`src/rtl/ov5640_pkg.sv`:
```
// Shared definitions for the OV5640 camera power path: runtime power
// controller state encoding, default 50 MHz timing constants (also used by
// the boot power-up sequencer) and small state-decode helpers.
package ov5640_pkg;

  // Runtime power controller states, 3-bit encoding.
  typedef enum logic [2:0] {
    ST_BOOT     = 3'd0,
    ST_ACTIVE   = 3'd1,
    ST_DRAIN    = 3'd2,
    ST_RST_HOLD = 3'd3,
    ST_PWDN_SET = 3'd4,
    ST_STANDBY  = 3'd5,
    ST_WAKE_PWR = 3'd6,
    ST_WAKE_SET = 3'd7
  } pwr_state_t;

  // Default timing at a 50 MHz system clock.
  localparam int DEF_CNT_W       = 21;
  localparam int DEF_RST_HOLD    = 50_000;     // 1 ms
  localparam int DEF_PWDN_SETTLE = 250_000;    // 5 ms
  localparam int DEF_WAKE_RST    = 100_000;    // 2 ms
  localparam int DEF_WAKE_SETTLE = 1_050_000;  // 21 ms

  // Registered output bundle of the power controller.
  typedef struct packed {
    logic pwdn;
    logic reset;
    logic ready;
    logic standby;
    logic busy;
  } pin_vec_t;

  // Pin/status levels owned by each state. BOOT returns the safe
  // power-down levels; the controller overrides the two sensor pins with
  // the boot sequencer's values while in BOOT.
  function automatic pin_vec_t state_pins(input pwr_state_t st);
    pin_vec_t p;
    p = '{pwdn: 1'b1, reset: 1'b0, ready: 1'b0, standby: 1'b0, busy: 1'b1};
    case (st)
      ST_BOOT:     p = '{pwdn: 1'b1, reset: 1'b0, ready: 1'b0, standby: 1'b0, busy: 1'b1};
      ST_ACTIVE:   p = '{pwdn: 1'b0, reset: 1'b1, ready: 1'b1, standby: 1'b0, busy: 1'b0};
      ST_DRAIN:    p = '{pwdn: 1'b0, reset: 1'b1, ready: 1'b0, standby: 1'b0, busy: 1'b1};
      ST_RST_HOLD: p = '{pwdn: 1'b0, reset: 1'b0, ready: 1'b0, standby: 1'b0, busy: 1'b1};
      ST_PWDN_SET: p = '{pwdn: 1'b1, reset: 1'b0, ready: 1'b0, standby: 1'b0, busy: 1'b1};
      ST_STANDBY:  p = '{pwdn: 1'b1, reset: 1'b0, ready: 1'b0, standby: 1'b1, busy: 1'b0};
      ST_WAKE_PWR: p = '{pwdn: 1'b0, reset: 1'b0, ready: 1'b0, standby: 1'b0, busy: 1'b1};
      ST_WAKE_SET: p = '{pwdn: 1'b0, reset: 1'b1, ready: 1'b0, standby: 1'b0, busy: 1'b1};
      default:     p = '{pwdn: 1'b1, reset: 1'b0, ready: 1'b0, standby: 1'b0, busy: 1'b1};
    endcase
    return p;
  endfunction

  // True for the states whose length is set by the delay counter.
  function automatic logic is_timed(input pwr_state_t st);
    return (st == ST_RST_HOLD) || (st == ST_PWDN_SET) ||
           (st == ST_WAKE_PWR) || (st == ST_WAKE_SET);
  endfunction

endpackage

```
`src/rtl/ov5640_pwr_seq_if.sv`:
```
// Bundle between the camera system logic and the runtime power controller.
// master: system side (boot sequencer, request source, SCCB engine).
// slave:  the power controller driving the sensor pins and status.
interface ov5640_pwr_seq_if;

  logic pu_pwdn;
  logic pu_reset;
  logic pu_done;
  logic req_down;
  logic req_up;
  logic sccb_busy;
  logic coms_pwdn;
  logic coms_reset;
  logic cam_ready;
  logic standby;
  logic busy;

  modport master (
    output pu_pwdn, pu_reset, pu_done, req_down, req_up, sccb_busy,
    input  coms_pwdn, coms_reset, cam_ready, standby, busy
  );

  modport slave (
    input  pu_pwdn, pu_reset, pu_done, req_down, req_up, sccb_busy,
    output coms_pwdn, coms_reset, cam_ready, standby, busy
  );

endinterface

```
`src/rtl/ov5640_dly_cnt.sv`:
```
// Generic state-length counter for timed sequencer states. The counter is
// cleared on state entry and counts while enabled; tc marks the cycle where
// cnt equals the terminal value (N-1), so a state that leaves on tc lasts
// exactly N cycles. The counter holds at the terminal value instead of
// wrapping.
module ov5640_dly_cnt #(
  parameter int CNT_W = 21
) (
  input  logic             sysclk,
  input  logic             rst_n,
  input  logic             clear,
  input  logic             enable,
  input  logic [CNT_W-1:0] term,
  output logic             tc
);

  logic [CNT_W-1:0] cnt;

  assign tc = enable && (cnt == term);

  // Count up while enabled, restart from zero on clear, hold at terminal.
  always_ff @(posedge sysclk or negedge rst_n) begin
    if (!rst_n) begin
      cnt <= '0;
    end else if (clear) begin
      cnt <= '0;
    end else if (enable && !tc) begin
      cnt <= cnt + 1'b1;
    end
  end

endmodule

```
`src/rtl/ov5640_pwr_seq.sv`:
```
// Runtime power controller for the OV5640 PWDN/RESETB pins. Passes the boot
// sequencer's pins through until boot completes, then runs the shutdown
// sequence (drain SCCB, hold reset, assert pwdn, settle) into standby and
// the wake sequence back to active. All outputs are registered from the
// current state, so they follow a state change by one cycle. Every delay
// parameter must be at least 1 and below 2**CNT_W.
import ov5640_pkg::*;

module ov5640_pwr_seq #(
  parameter int RST_HOLD    = DEF_RST_HOLD,
  parameter int PWDN_SETTLE = DEF_PWDN_SETTLE,
  parameter int WAKE_RST    = DEF_WAKE_RST,
  parameter int WAKE_SETTLE = DEF_WAKE_SETTLE,
  parameter int CNT_W       = DEF_CNT_W
) (
  input logic            sysclk,
  input logic            rst_n,
  ov5640_pwr_seq_if.slave bus
);

  localparam logic [CNT_W-1:0] TERM_RST_HOLD    = CNT_W'(RST_HOLD - 1);
  localparam logic [CNT_W-1:0] TERM_PWDN_SETTLE = CNT_W'(PWDN_SETTLE - 1);
  localparam logic [CNT_W-1:0] TERM_WAKE_RST    = CNT_W'(WAKE_RST - 1);
  localparam logic [CNT_W-1:0] TERM_WAKE_SETTLE = CNT_W'(WAKE_SETTLE - 1);

  pwr_state_t       state;
  pwr_state_t       state_next;
  logic             cnt_clear;
  logic             cnt_en;
  logic [CNT_W-1:0] cnt_term;
  logic             cnt_tc;
  pin_vec_t         pins;
  pin_vec_t         pins_next;

  ov5640_dly_cnt #(
    .CNT_W (CNT_W)
  ) u_dly_cnt (
    .sysclk (sysclk),
    .rst_n  (rst_n),
    .clear  (cnt_clear),
    .enable (cnt_en),
    .term   (cnt_term),
    .tc     (cnt_tc)
  );

  // Select the length of the current timed state.
  always_comb begin
    cnt_en   = is_timed(state);
    cnt_term = '0;
    case (state)
      ST_RST_HOLD: cnt_term = TERM_RST_HOLD;
      ST_PWDN_SET: cnt_term = TERM_PWDN_SETTLE;
      ST_WAKE_PWR: cnt_term = TERM_WAKE_RST;
      ST_WAKE_SET: cnt_term = TERM_WAKE_SETTLE;
      default:     cnt_term = '0;
    endcase
  end

  // State register; BOOT is only ever re-entered through rst_n.
  always_ff @(posedge sysclk or negedge rst_n) begin
    if (!rst_n) begin
      state <= ST_BOOT;
    end else begin
      state <= state_next;
    end
  end

  // Next-state and next-output decode. Requests outside their own state are
  // simply dropped; pu_done only matters while in BOOT.
  always_comb begin
    state_next = state;
    case (state)
      ST_BOOT:     if (bus.pu_done)    state_next = ST_ACTIVE;
      ST_ACTIVE:   if (bus.req_down)   state_next = ST_DRAIN;
      ST_DRAIN:    if (!bus.sccb_busy) state_next = ST_RST_HOLD;
      ST_RST_HOLD: if (cnt_tc)         state_next = ST_PWDN_SET;
      ST_PWDN_SET: if (cnt_tc)         state_next = ST_STANDBY;
      ST_STANDBY:  if (bus.req_up)     state_next = ST_WAKE_PWR;
      ST_WAKE_PWR: if (cnt_tc)         state_next = ST_WAKE_SET;
      ST_WAKE_SET: if (cnt_tc)         state_next = ST_ACTIVE;
      default:                         state_next = ST_BOOT;
    endcase

    cnt_clear = (state_next != state);

    pins_next = state_pins(state);
    if (state == ST_BOOT) begin
      pins_next.pwdn  = bus.pu_pwdn;
      pins_next.reset = bus.pu_reset;
    end
  end

  // Output register; reset drops the sensor straight into power-down.
  always_ff @(posedge sysclk or negedge rst_n) begin
    if (!rst_n) begin
      pins <= state_pins(ST_BOOT);
    end else begin
      pins <= pins_next;
    end
  end

  assign bus.coms_pwdn  = pins.pwdn;
  assign bus.coms_reset = pins.reset;
  assign bus.cam_ready  = pins.ready;
  assign bus.standby    = pins.standby;
  assign bus.busy       = pins.busy;

endmodule

```
`src/flat_wrapper.sv`:
```
// flat-port wrapper written by rule: the top's interface ports become plain ports
module ov5640_pwr_seq_flat 
#(
  parameter int RST_HOLD    = DEF_RST_HOLD,
  parameter int PWDN_SETTLE = DEF_PWDN_SETTLE,
  parameter int WAKE_RST    = DEF_WAKE_RST,
  parameter int WAKE_SETTLE = DEF_WAKE_SETTLE,
  parameter int CNT_W       = DEF_CNT_W
)
  (sysclk, rst_n, bus_pu_pwdn, bus_pu_reset, bus_pu_done, bus_req_down, bus_req_up, bus_sccb_busy, bus_coms_pwdn, bus_coms_reset, bus_cam_ready, bus_standby, bus_busy);
  ov5640_pwr_seq_if bus_i ();
  input logic sysclk;
  input logic rst_n;
  input wire logic [$bits(bus_i.pu_pwdn)-1:0] bus_pu_pwdn;
  input wire logic [$bits(bus_i.pu_reset)-1:0] bus_pu_reset;
  input wire logic [$bits(bus_i.pu_done)-1:0] bus_pu_done;
  input wire logic [$bits(bus_i.req_down)-1:0] bus_req_down;
  input wire logic [$bits(bus_i.req_up)-1:0] bus_req_up;
  input wire logic [$bits(bus_i.sccb_busy)-1:0] bus_sccb_busy;
  output wire logic [$bits(bus_i.coms_pwdn)-1:0] bus_coms_pwdn;
  output wire logic [$bits(bus_i.coms_reset)-1:0] bus_coms_reset;
  output wire logic [$bits(bus_i.cam_ready)-1:0] bus_cam_ready;
  output wire logic [$bits(bus_i.standby)-1:0] bus_standby;
  output wire logic [$bits(bus_i.busy)-1:0] bus_busy;
  assign bus_i.pu_pwdn = bus_pu_pwdn;
  assign bus_i.pu_reset = bus_pu_reset;
  assign bus_i.pu_done = bus_pu_done;
  assign bus_i.req_down = bus_req_down;
  assign bus_i.req_up = bus_req_up;
  assign bus_i.sccb_busy = bus_sccb_busy;
  assign bus_coms_pwdn = bus_i.coms_pwdn;
  assign bus_coms_reset = bus_i.coms_reset;
  assign bus_cam_ready = bus_i.cam_ready;
  assign bus_standby = bus_i.standby;
  assign bus_busy = bus_i.busy;
  ov5640_pwr_seq #(.RST_HOLD(RST_HOLD), .PWDN_SETTLE(PWDN_SETTLE), .WAKE_RST(WAKE_RST), .WAKE_SETTLE(WAKE_SETTLE), .CNT_W(CNT_W)) u_core (.sysclk(sysclk), .rst_n(rst_n), .bus(bus_i));
endmodule
```
`config.mk`:
```
export PLATFORM = sky130hd
export DESIGN_NAME = ov5640_pwr_seq_flat
export DESIGN_NICKNAME = d
export VERILOG_FILES = /design/src/rtl/ov5640_pkg.sv /design/src/rtl/ov5640_pwr_seq_if.sv /design/src/rtl/ov5640_dly_cnt.sv /design/src/rtl/ov5640_pwr_seq.sv /design/src/flat_wrapper.sv
export SDC_FILE = /design/constraint.sdc
export NUM_CORES = 1
export LEC_CHECK = 0
export BUFFER_PORTS_ARGS = -buffer_cell sky130_fd_sc_hd__buf_2
export CAP_MARGIN = 20
export CORE_ASPECT_RATIO = 1.2
export CORE_MARGIN = 2
export CORE_UTILIZATION = 35
export DETAILED_ROUTE_END_ITERATION = 8
export HOLD_SLACK_MARGIN = 0.12
export PLACE_DENSITY = 0.58
export SLEW_MARGIN = 5
export SYNTH_ARGS = -nofsm -noshare
export SYNTH_HDL_FRONTEND = slang
export SYNTH_SLANG_ARGS = --single-unit
```
`constraint.sdc`:
```
create_clock -name sysclk -period 7.2 [get_ports sysclk]
set_clock_uncertainty 0.15 [all_clocks]
set_input_delay 0.36 -clock sysclk [delete_from_list [all_inputs] [get_ports sysclk]]
set_output_delay 0.36 -clock sysclk [all_outputs]
set_load 0.01 [all_outputs]
```
==> key figures, run 1 <==
Route
  – Vias: 1780
  – First DRT Iteration DRCs: 105
  – WL/cell: 14.89 um
  – Routed Antenna Nets: 0
  – DRT Pass-1 Iters: 4
  – DRC errors left: 0
  – Routed WL: 4973 um
  – Routed vias/inst: 5.329

Clock network
  – Maximum clock path buffer count: 2
  – CTS buffer count: 5
  – Num Clock Sinks: 29
  – H-tree levels: 2
  – CTS tree: yes
  – Post-CTS Resized: 0
  – Worst-path clk slew: 0.07 ns
  – Root Buffer: clkbuf_8
  – Clk_lat worst skew: 0.29 ns

Yosys
  – Cell taking the most area after synthesis: dfrtp_1
  – Synth top area share: 30.61%
  – Post-synth EDFFs: 0
  – Cell Area, Synth: 0.002207 mm2
  – Top-count cell post-synth: dfrtp_1
  – Syn_nets: 259
  – Dominant synthesized flop cell: dfrtp_1
  – Synth Register Bits: 29
  – Synth cell count leaders: 27 x dfrtp_1, 21 x nand2_1, 20 x nor2_1, 14 x xnor2_1
  – Seq/Total Area, Yosys: 32.99%
  – Synth unique cells: 59
  – Post-synthesis average cell area: 9.083 um2
  – Synth Warn #: 0
  – Largest cells by area after synthesis: dfrtp_1 31%, xnor2_1 5.6%, ha_1 4.5%
  – Async SR Flop Fraction: 100.0%
  – Mapped Cells: 243

Layout
  – Share of cells above drive strength 1: 17.06%
  – Register Area: 728.2 um2
  – Antenna diode count: 0
  – Final core utilization: 39.97%
  – Area Overhead vs Synth: 9.581%
  – Multi-input gate area: 0.001379 mm2
  – Fin nets: 267
  – FILL cells: 637

Floorplan
  – Die W: 76.49 um
  – Starting Density: 36.48%
  – Height of the chip: 90.99 um
  – Core Footprint: 0.006051 mm2
  – Die Area: 0.006960 mm2
  – Rows: 31
  – I/O pin total: 13

Power
  – Net Sw Power: 326.2 uW
  – Leakage: 0.0009708 uW
  – PD cells: 294.4 mW/mm2
  – Peak supply drop: 113.5 uV
  – Sequential power share: 29.6%
  – Sw Share: 45.81%
  – P_int: 385.8 uW
  – Combinational Power Share: 49.2%
  – Clk pwr share: 21.2%

Setup path
  – CP Launch Type: flop
  – Data arrival time of the critical path: 4.43 ns
  – CP Max Fanout: 24
  – Worst Path Required: 7.18 ns
  – CP Class: reg2reg
  – Worst setup EP type: flop

Global route
  – Vias in the first global route: 1751
  – Largest net degree at the start of global routing: 39
  – Initial antenna violation count: 0
  – GRT Residual Overflow: 0
  – Global-route wire length before repair: 8466 um
  – Global-route total usage across every layer: 15.17%

Timing
  – Fin Setup TNS: 0 ns
  – Tmin final: 4.451 ns
  – FMAX: 0.2247 GHz
  – RSZ-0062 raised after global routing: no
  – Final Hold Viols: 0
  – Slew Viols, Final: 0
  – Tcrit/Tclk final: 61.82%
  – Relative slew slack: 40.48%
  – Final worst slack: 2.749 ns
  – Final setup fails: 0
  – Worst-Margin Slew: 0.8927 ns

Placement
  – IO Port Bufs: 12
  – Post-DP HPWL: 3557 um
  – Placement Setup Slack: 2.803 ns
  – Final Wtd Congestion: 0.7753

Job
  – Max-cap violations: 0

Worst hold path
  – HP Class: in2reg

Outcome
  – Outcome: finished, final reports clean
-- critical path: stages, from the launching register on --
cell      delay (ns)
dfrtp_1         0.85
clkinv_1        0.51
ha_1            0.41
o21ai_0         0.47
mux2i_1         0.14
o21bai_1        0.22
and4_1          0.49
a31oi_1         0.19
o21ai_2         0.73
nor2_1          0.13
-- per-stage QoR --
stage	hold WS, ns	instances	area (um2)	power [uW]
final	0.1335	334	2419	712.0
after global routing	0.1450	334	2419	769.2
after CTS	0.1286	334	2419	723.0
after detailed placement	0.3041	325	2307	567.2
after global placement	0.2923	325	2307	561.5
after floorplan	-0.08559	243	2207	505.6
-- layout make-up --
class	instances	share of cell area [%]
Multi-Input combinational cell	193	57.01
Sequential cell	29	30.11
Tap cell	82	4.242
Clock buffer	7	3.983
Timing Repair Buffer	14	3.207
Inverter	8	1.242
Clock inverter	1	0.2069
-- sequential cells by signal, summed over array words and instances, names as in the netlist --
register	flops
u_core.bus.coms_pwdn	1
u_core.u_dly_cnt.cnt	21
u_core.bus.coms_reset	1
u_core.bus.standby	1
u_core.bus.busy	1
u_core.bus.cam_ready	1
u_core.state	3
-- cell families (layout without fill, tap and decap cells) --
logic type / Yosys count / in the layout / synth area share, %
compound gates: 47 / 47 / 16.44
simple gates: 103 / 103 / 26.36
xor+xnor: 25 / 25 / 9.921
mux: 10 / 10 / 5.215
buf+inv: 21 / 30 / 4.534
flops: 29 / 29 / 32.99
fa+ha+maj: 8 / 8 / 4.535
-- placed cells by master (no fill, tap or decap), drive strengths merged, types with 3 or more instances in the layout --
| cell type | n |
|---|---|
| a21oi | 4 |
| o21ai | 11 |
| nor4 | 4 |
| inv | 7 |
| nor2 | 30 |
| and3 | 5 |
| buf | 13 |
| and2 | 3 |
| clkbuf | 7 |
| nand4 | 7 |
| o21bai | 4 |
| mux2i | 8 |
| xnor2 | 14 |
| o211ai | 5 |
| a211oi | 6 |
| xor2 | 11 |
| nor2b | 3 |
| nand2 | 21 |
| dfrtp | 27 |
| ha | 8 |
| nand2b | 4 |
| nand3 | 11 |
-- metal layers --
layer	up-vias	wire (um)	global-route usage (%)
met5	-	0	0
met4	0	53	5.455
met3	9	149	3.380
met2	28	2332	24.63
met1	852	2438	19.78
li1	891	-	-
-- worst paths after layout --
path                                          startpoint                  endpoint  slack (ns)  depth (start not counted)
worst max-delay path                     u_core.state[1]   u_core.u_dly_cnt.cnt[9]        2.75                          9
worst min-delay path                         bus_pu_pwdn      u_core.bus.coms_pwdn        0.13                          3
worst max register to register           u_core.state[1]   u_core.u_dly_cnt.cnt[9]        2.75                          9
worst min register to register  u_core.u_dly_cnt.cnt[11]  u_core.u_dly_cnt.cnt[11]        0.42                          2
max in group asynchronous                          rst_n   u_core.u_dly_cnt.cnt[4]        5.97                          2
min in group asynchronous                          rst_n     u_core.bus.coms_reset        0.49                          2
-- power groups by stage --
stage,Sequential [uW],Combinational (uW),Clock [uW]
after floorplan,205,300,0
after global placement,213,349,0
after detailed placement,214,353,0
after CTS,211,355,157
after global routing,214,391,164
final,211,350,151
-- timing repair --
item	CTS	global route
endpoints found under the hold margin	27	0
hold buffers	1	0
buffers inserted	0	0
(Power assumes the default switching activity.)
==> run 2: changes to the inputs <==
PLACE_DENSITY = 0.6   (was 0.58)
clock period = 3.89 ns   (was 7.2 ns; I/O delays follow)
==> run 2 against run 1 <==
- register-to-register slack worse by 2.1 ns
- die area unchanged
- count of clock-buffer cells in the layout stayed put
- largest cell class unchanged
- largest power group unchanged
- critical path type unchanged
- highest routed layer unchanged
==> key figures, run 2 (synthesis gave the netlist of run 1 again) <==
Worst hold path
  – HP Class: in2reg
  – Hold Path Stages: 4 (+1)

Setup path
  – FF-to-FF End: u_core.u_dly_cnt.cnt[9]
  – Data arrival time of the critical path: 3.30 ns (-1.13 ns)
  – Reg-to-Reg Start: u_core.state[2]
  – CP Launch Type: flop
  – Crit path to: u_core.u_dly_cnt.cnt[9]
  – CP Class: reg2reg
  – Worst-case reg-to-reg path depth: 10 (+1)
  – R2R setup slack: 0.60 ns (-2.15 ns)
  – CP Max Fanout: 22 (-8.3%)
  – Worst Path Required: 3.91 ns (-3.27 ns)
  – Worst setup EP type: flop
  – Setup crit start: u_core.state[2]

Clock network
  – Root Buffer: clkbuf_8
  – CTS tree: yes
  – Num Clock Sinks: 29 (unchanged)
  – CTS buffer count: 5 (unchanged)
  – H-tree levels: 2 (unchanged)
  – Maximum clock path buffer count: 2 (unchanged)
  – Worst-path clk slew: 0.06 ns (about the same)
  – Clk_lat worst skew: 0.28 ns (about the same)

Outcome
  – Outcome: finished, final reports clean

Layout
  – Share of cells above drive strength 1: 18.53% (+1.5 points)
  – Layout Cell Area excl Fill: 0.002476 mm2 (+2.4%)
  – Antenna diode count: 0 (unchanged)
  – Fin nets: 274 (+2.6%)
  – FILL cells: 624 (-2.0%)
  – Most common cell after layout, fill and taps aside: dfrtp_1
  – Largest registers: u_core.u_dly_cnt.cnt (21), u_core.state (3)
  – Max FFs per register: 21 (unchanged)
  – Register Area: 728.2 um2 (unchanged)
  – Area Overhead vs Synth: 12.19%
  – Multi-input gate area: 0.001379 mm2 (unchanged)
  – Most frequent cells in the layout: 27 x dfrtp_1, 21 x nand2_1, 20 x nor2_1, 14 x xnor2_1, 12 x buf_2
  – Biggest register: u_core.u_dly_cnt.cnt
  – Layout Cells excl Fill: 341 (+2.1%)

Timing
  – Slew Viols, Final: 0 (unchanged)
  – Tcrit/Tclk final: 84.48% (+23 points)
  – Worst hold margin: 0.2187 ns (+0.08513 ns)
  – Fin Setup TNS: 0 ns (unchanged)
  – Worst-Margin Slew: 0.6545 ns (-0.2381 ns)
  – Final Hold Viols: 0 (unchanged)
  – Relative slew slack: 56.36% (+16 points)
  – FMAX: 0.3043 GHz (+35%)
  – Final setup fails: 0 (unchanged)
  – Tmin final: 3.286 ns (-1.165 ns)
  – RSZ-0062 raised after global routing: no

Power
  – PD cells: 552.4 mW/mm2 (+88%)
  – Leakage: 0.001003 uW (+3.3%)
  – Total design power: 1368 uW (+92%)
  – Peak supply drop: 192.7 uV (+70%)

Global route
  – Met3 Use GR: 2.982% (-0.40 points)
  – Largest net degree at the start of global routing: 30 (-23%)
  – GRT Residual Overflow: 0 (unchanged)
  – Initial antenna violation count: 0 (unchanged)
  – Grt peak-use layer: met2
  – Met1 usage: 19.98% (+0.20 points)
  – Vias in the first global route: 1790 (+2.2%)
  – Global-route total usage across every layer: 15.37% (+0.20 points)
  – Met2 usage: 25.74% (+1.1 points)
  – Global-route wire length before repair: 8652 um (+2.2%)

Floorplan
  – Core Footprint: 0.006051 mm2 (unchanged)
  – I/O pin total: 13 (unchanged)
  – Rows: 31 (unchanged)
  – Die Area: 0.006960 mm2 (unchanged)
  – Die W: 76.49 um (unchanged)
  – Height of the chip: 90.99 um (unchanged)
  – Starting Density: 36.48% (unchanged)

Route
  – Vias: 1829 (+2.8%)
  – Routed vias/inst: 5.364 (+0.64%)
  – Routed WL: 5066 um (+1.9%)
  – Routed Antenna Nets: 0 (unchanged)
  – DRC errors left: 0 (unchanged)
  – First DRT Iteration DRCs: 96 (-8.6%)
  – WL/cell: 14.86 um (-0.22%)
  – DRT Pass-1 Iters: 4 (unchanged)

Placement
  – Placed insts: 330 (+1.5%)
  – IO Port Bufs: 12 (unchanged)
  – Final Wtd Congestion: 0.8426 (+8.7%)
  – DP Area: 0.002345 mm2 (+1.6%)
  – Post-DP HPWL: 3656 um (+2.8%)

Job
  – Max-cap violations: 0 (unchanged)
## run 2: changes by cell type in the layout (fill, tap and decap cells not counted)
| cell | before | now |
|---|---|---|
| buf_4 | 1 | 6 |
| dlygate4sd3_1 | 1 | 3 |
## run 2: worst max-delay path: stages (launching register included)
cell and delay (ns):
dfrtp_1 0.76, buf_4 0.33, mux2i_1 0.26, xnor2_1 0.09
nor4_1 0.40, and4_1 0.27, buf_4 0.19, a41oi_1 0.14
o21ai_2 0.22, buf_4 0.28, nor2_1 0.07
## run 2: what timing repair did
item	4_1_cts	5_1_grt
gates resized for setup	0	0
endpoints found under the hold margin	29	0
setup buffers	0	0
hold buffers	3	0
## run 2: worst min-delay path by stage
stage / slack [ns] / from / to
global route: 0.31 / bus_pu_done / u_core.state[0]
detailed placement: 0.12 / rst_n / u_core.bus.coms_reset
global placement: 0.11 / rst_n / u_core.bus.coms_reset
CTS: 0.22 / bus_pu_done / u_core.state[0]
finish: 0.22 / bus_pu_done / u_core.state[0]
floorplan: -0.25 / rst_n / u_core.bus.cam_ready
## run 2: report_power, final
group          total, uW  internal (uW)  switching [uW]  leakage [uW]
clock network        278            160             118     0.0000542
registers            363            340            22.9      0.000392
logic                727            256             471      0.000556
## run 2: routing by layer
layer	vias to the layer above	part of all wire (%)
li1	901	-
met1	874	46
met2	46	48
met3	8	4.4
met4	0	1.6
met5	-	0
## run 2: final cells by class
class / count / area share (%)
flip-flops and latches: 29 / 29.41
inverters: 8 / 1.213
well taps: 82 / 4.143
clock inverters: 1 / 0.2021
clock buffers: 7 / 3.891
multi-input cells: 193 / 55.68
repair buffers: 21 / 5.457
## run 2: metrics by stage
stage / util (%) / setup slack [ns]
2_1_floorplan: - / 0.6505
3_3_place_gp: 38.75 / 0.6702
3_5_place_dp: 38.75 / 0.6442
4_1_cts: 40.92 / 0.6254
5_1_grt: 40.92 / 0.3242
6_report: 40.92 / 0.6038
==> run 3: changes to the inputs <==
clock period = 2.7 ns   (was 3.89 ns; I/O delays follow)
==> run 3 against run 2 <==
- count of clock-buffer cells in the layout did not move
- final area rose by 14%
- clock power is 73% higher
- critical path depth down 1
- sequential power is 45% higher
- non-clock buffer count is 22 higher
- maximum frequency up 25%
- worst setup slack got worse by 0.53 ns
- wire length rose by 5.8%
- via count up 4.5%
- hold slack got worse by 0.0082 ns
- combinational power rose by 91%
==> key figures, run 3 (synthesis gave the netlist of run 1 again) <==
Setup path
  – FF-to-FF End: u_core.u_dly_cnt.cnt[8]
  – CP Max Fanout: 16 (-27%)
  – CP Class: reg2reg
  – Worst setup EP type: flop
  – Worst Path Required: 2.77 ns (-1.14 ns)
  – R2R setup slack: 0.08 ns (-0.53 ns)
  – Setup crit start: u_core.state[1]
  – Crit path to: u_core.u_dly_cnt.cnt[8]
  – Reg-to-Reg Start: u_core.state[1]
  – Data arrival time of the critical path: 2.69 ns (-0.61 ns)
  – Worst-case reg-to-reg path depth: 9 (-1)
  – CP Launch Type: flop

Power
  – Peak supply drop: 383.0 uV (+99%)
  – PD cells: 848.7 mW/mm2 (+54%)
  – Total design power: 2395 uW (+75%)
  – Leakage: 0.001165 uW (+16%)

Layout
  – Fin nets: 296 (+8.0%)
  – Layout Cell Area excl Fill: 0.002821 mm2 (+14%)
  – Area Overhead vs Synth: 27.83%
  – FILL cells: 601 (-3.7%)
  – Share of cells above drive strength 1: 33.45% (+15 points)
  – Biggest register: u_core.u_dly_cnt.cnt
  – Final core utilization: 46.63% (+5.7 points)
  – Antenna diode count: 0 (unchanged)
  – Largest registers: u_core.u_dly_cnt.cnt (21), u_core.state (3)
  – Most frequent cells in the layout: 24 x dfrtp_1, 22 x buf_4, 21 x nand2_1, 19 x nor2_1, 14 x xnor2_1
  – Max FFs per register: 21 (unchanged)
  – Most common cell after layout, fill and taps aside: dfrtp_1
  – Layout Cells excl Fill: 363 (+6.5%)

Route
  – Routed WL: 5361 um (+5.8%)
  – DRT Pass-1 Iters: 4 (unchanged)
  – First DRT Iteration DRCs: 138 (+44%)
  – DRC errors left: 0 (unchanged)
  – Vias: 1911 (+4.5%)
  – WL/cell: 14.77 um (-0.59%)
  – Routed Antenna Nets: 0 (unchanged)
  – Routed vias/inst: 5.264 (-1.8%)

Clock network
  – Root Buffer: clkbuf_8
  – Clk_lat worst skew: 0.28 ns (about the same)
  – H-tree levels: 2 (unchanged)
  – Maximum clock path buffer count: 2 (unchanged)
  – CTS buffer count: 5 (unchanged)
  – CTS tree: yes
  – Num Clock Sinks: 29 (unchanged)
  – Worst-path clk slew: 0.07 ns (about the same)

Placement
  – DP Area: 0.002505 mm2 (+6.8%)
  – IO Port Bufs: 12 (unchanged)
  – Post-DP HPWL: 3893 um (+6.5%)
  – Placed insts: 346 (+4.8%)
  – Final Wtd Congestion: 0.8283 (-1.7%)

Global route
  – Global-route total usage across every layer: 16.13% (+0.77 points)
  – Largest net degree at the start of global routing: 30 (unchanged)
  – Global-route wire length before repair: 8963 um (+3.6%)
  – Vias in the first global route: 1813 (+1.3%)
  – GRT Residual Overflow: 0 (unchanged)
  – Initial antenna violation count: 0 (unchanged)

Timing
  – Final Hold Viols: 0 (unchanged)
  – FMAX: 0.3812 GHz (+25%)
  – Worst-Margin Slew: 0.6802 ns (+0.02565 ns)
  – Relative slew slack: 54.65% (-1.7 points)
  – Tcrit/Tclk final: 97.15% (+13 points)
  – Slew Viols, Final: 0 (unchanged)
  – Final setup fails: 0 (unchanged)
  – Tmin final: 2.623 ns (-0.6630 ns)
  – RSZ-0062 raised after global routing: yes
  – Worst hold margin: 0.2105 ns (-0.008192 ns)

Floorplan
  – Starting Density: 36.48% (unchanged)
  – I/O pin total: 13 (unchanged)
  – Core Footprint: 0.006051 mm2 (unchanged)
  – Die Area: 0.006960 mm2 (unchanged)
  – Rows: 31 (unchanged)
  – Die W: 76.49 um (unchanged)
  – Height of the chip: 90.99 um (unchanged)

Outcome
  – Outcome: finished, final reports clean

Job
  – Max-cap violations: 0 (unchanged)

Worst hold path
  – Hold_sp: bus_req_up
  – HP Class: in2reg
[run 3: metrics by stage]
stage	setup TNS, ns	setup slack [ns]
finish	0	0.07685
global placement	0	0.04202
detailed placement	-0.003111	-0.003111
global route	-0.3392	-0.03764
floorplan	0	0.02365
CTS	0	0.04002
[run 3: critical path, stage by stage (launching register included)]
cell and delay, ns:
dfrtp_2 0.51, buf_8 0.18, mux2_2 0.27, a21o_1 0.20, a221oi_2 0.33, nand4_2 0.17
nor4_4 0.35, o21ai_2 0.13, buf_12 0.16, nor2_1 0.10
[run 3: worst min-delay path by stage]
stage / to / cells past startpoint / slack [ns]
2_1_floorplan: u_core.bus.cam_ready / 0 / -0.31
6_report: u_core.state[0] / 5 / 0.21
4_1_cts: u_core.state[0] / 5 / 0.21
5_1_grt: u_core.state[0] / 5 / 0.29
3_3_place_gp: u_core.bus.coms_reset / 1 / 0.07
3_5_place_dp: u_core.bus.coms_reset / 1 / 0.08
[run 3: metal layers]
metal / track usage [%] / part of all wire (%) / vias to the layer above / routed length (um)
met5: 0 / 0 / - / 0
met4: 3.636 / 0.97 / 0 / 52
li1: - / - / 949 / -
met1: 21.08 / 46 / 929 / 2470
met2: 27.73 / 51 / 29 / 2722
met3: 2.883 / 2.2 / 4 / 116
[run 3: what timing repair did]
item / in CTS / in global routing
pin swaps: 0 / 8
setup buffers: 0 / 6
gates resized for setup: 2 / 27
gates cloned: 0 / 0
hold buffers: 3 / 0
endpoints found under the hold margin: 29 / 0
endpoints found under the setup margin: 4 / 24
[run 3: cell type report]
type / count / area, um2 / area share, %
Multi-Input combinational cell: 193 / 1483 / 52.55
Sequential cell: 29 / 732.0 / 25.94
Timing Repair Buffer: 43 / 352.8 / 12.51
Tap cell: 82 / 102.6 / 3.636
Clock buffer: 7 / 86.33 / 3.060
Inverter: 8 / 35.03 / 1.242
Clock inverter: 1 / 30.03 / 1.064
[run 3: power breakdown]
| group | leakage (uW) | total [uW] | internal [uW] | switching (uW) |
|---|---|---|---|---|
| combinational | 0.000719 | 1390 | 624 | 763 |
| sequential | 0.000388 | 528 | 493 | 35.0 |
| clock | 0.0000585 | 480 | 301 | 180 |
| total | 0.00117 | 2390 | 1420 | 977 |
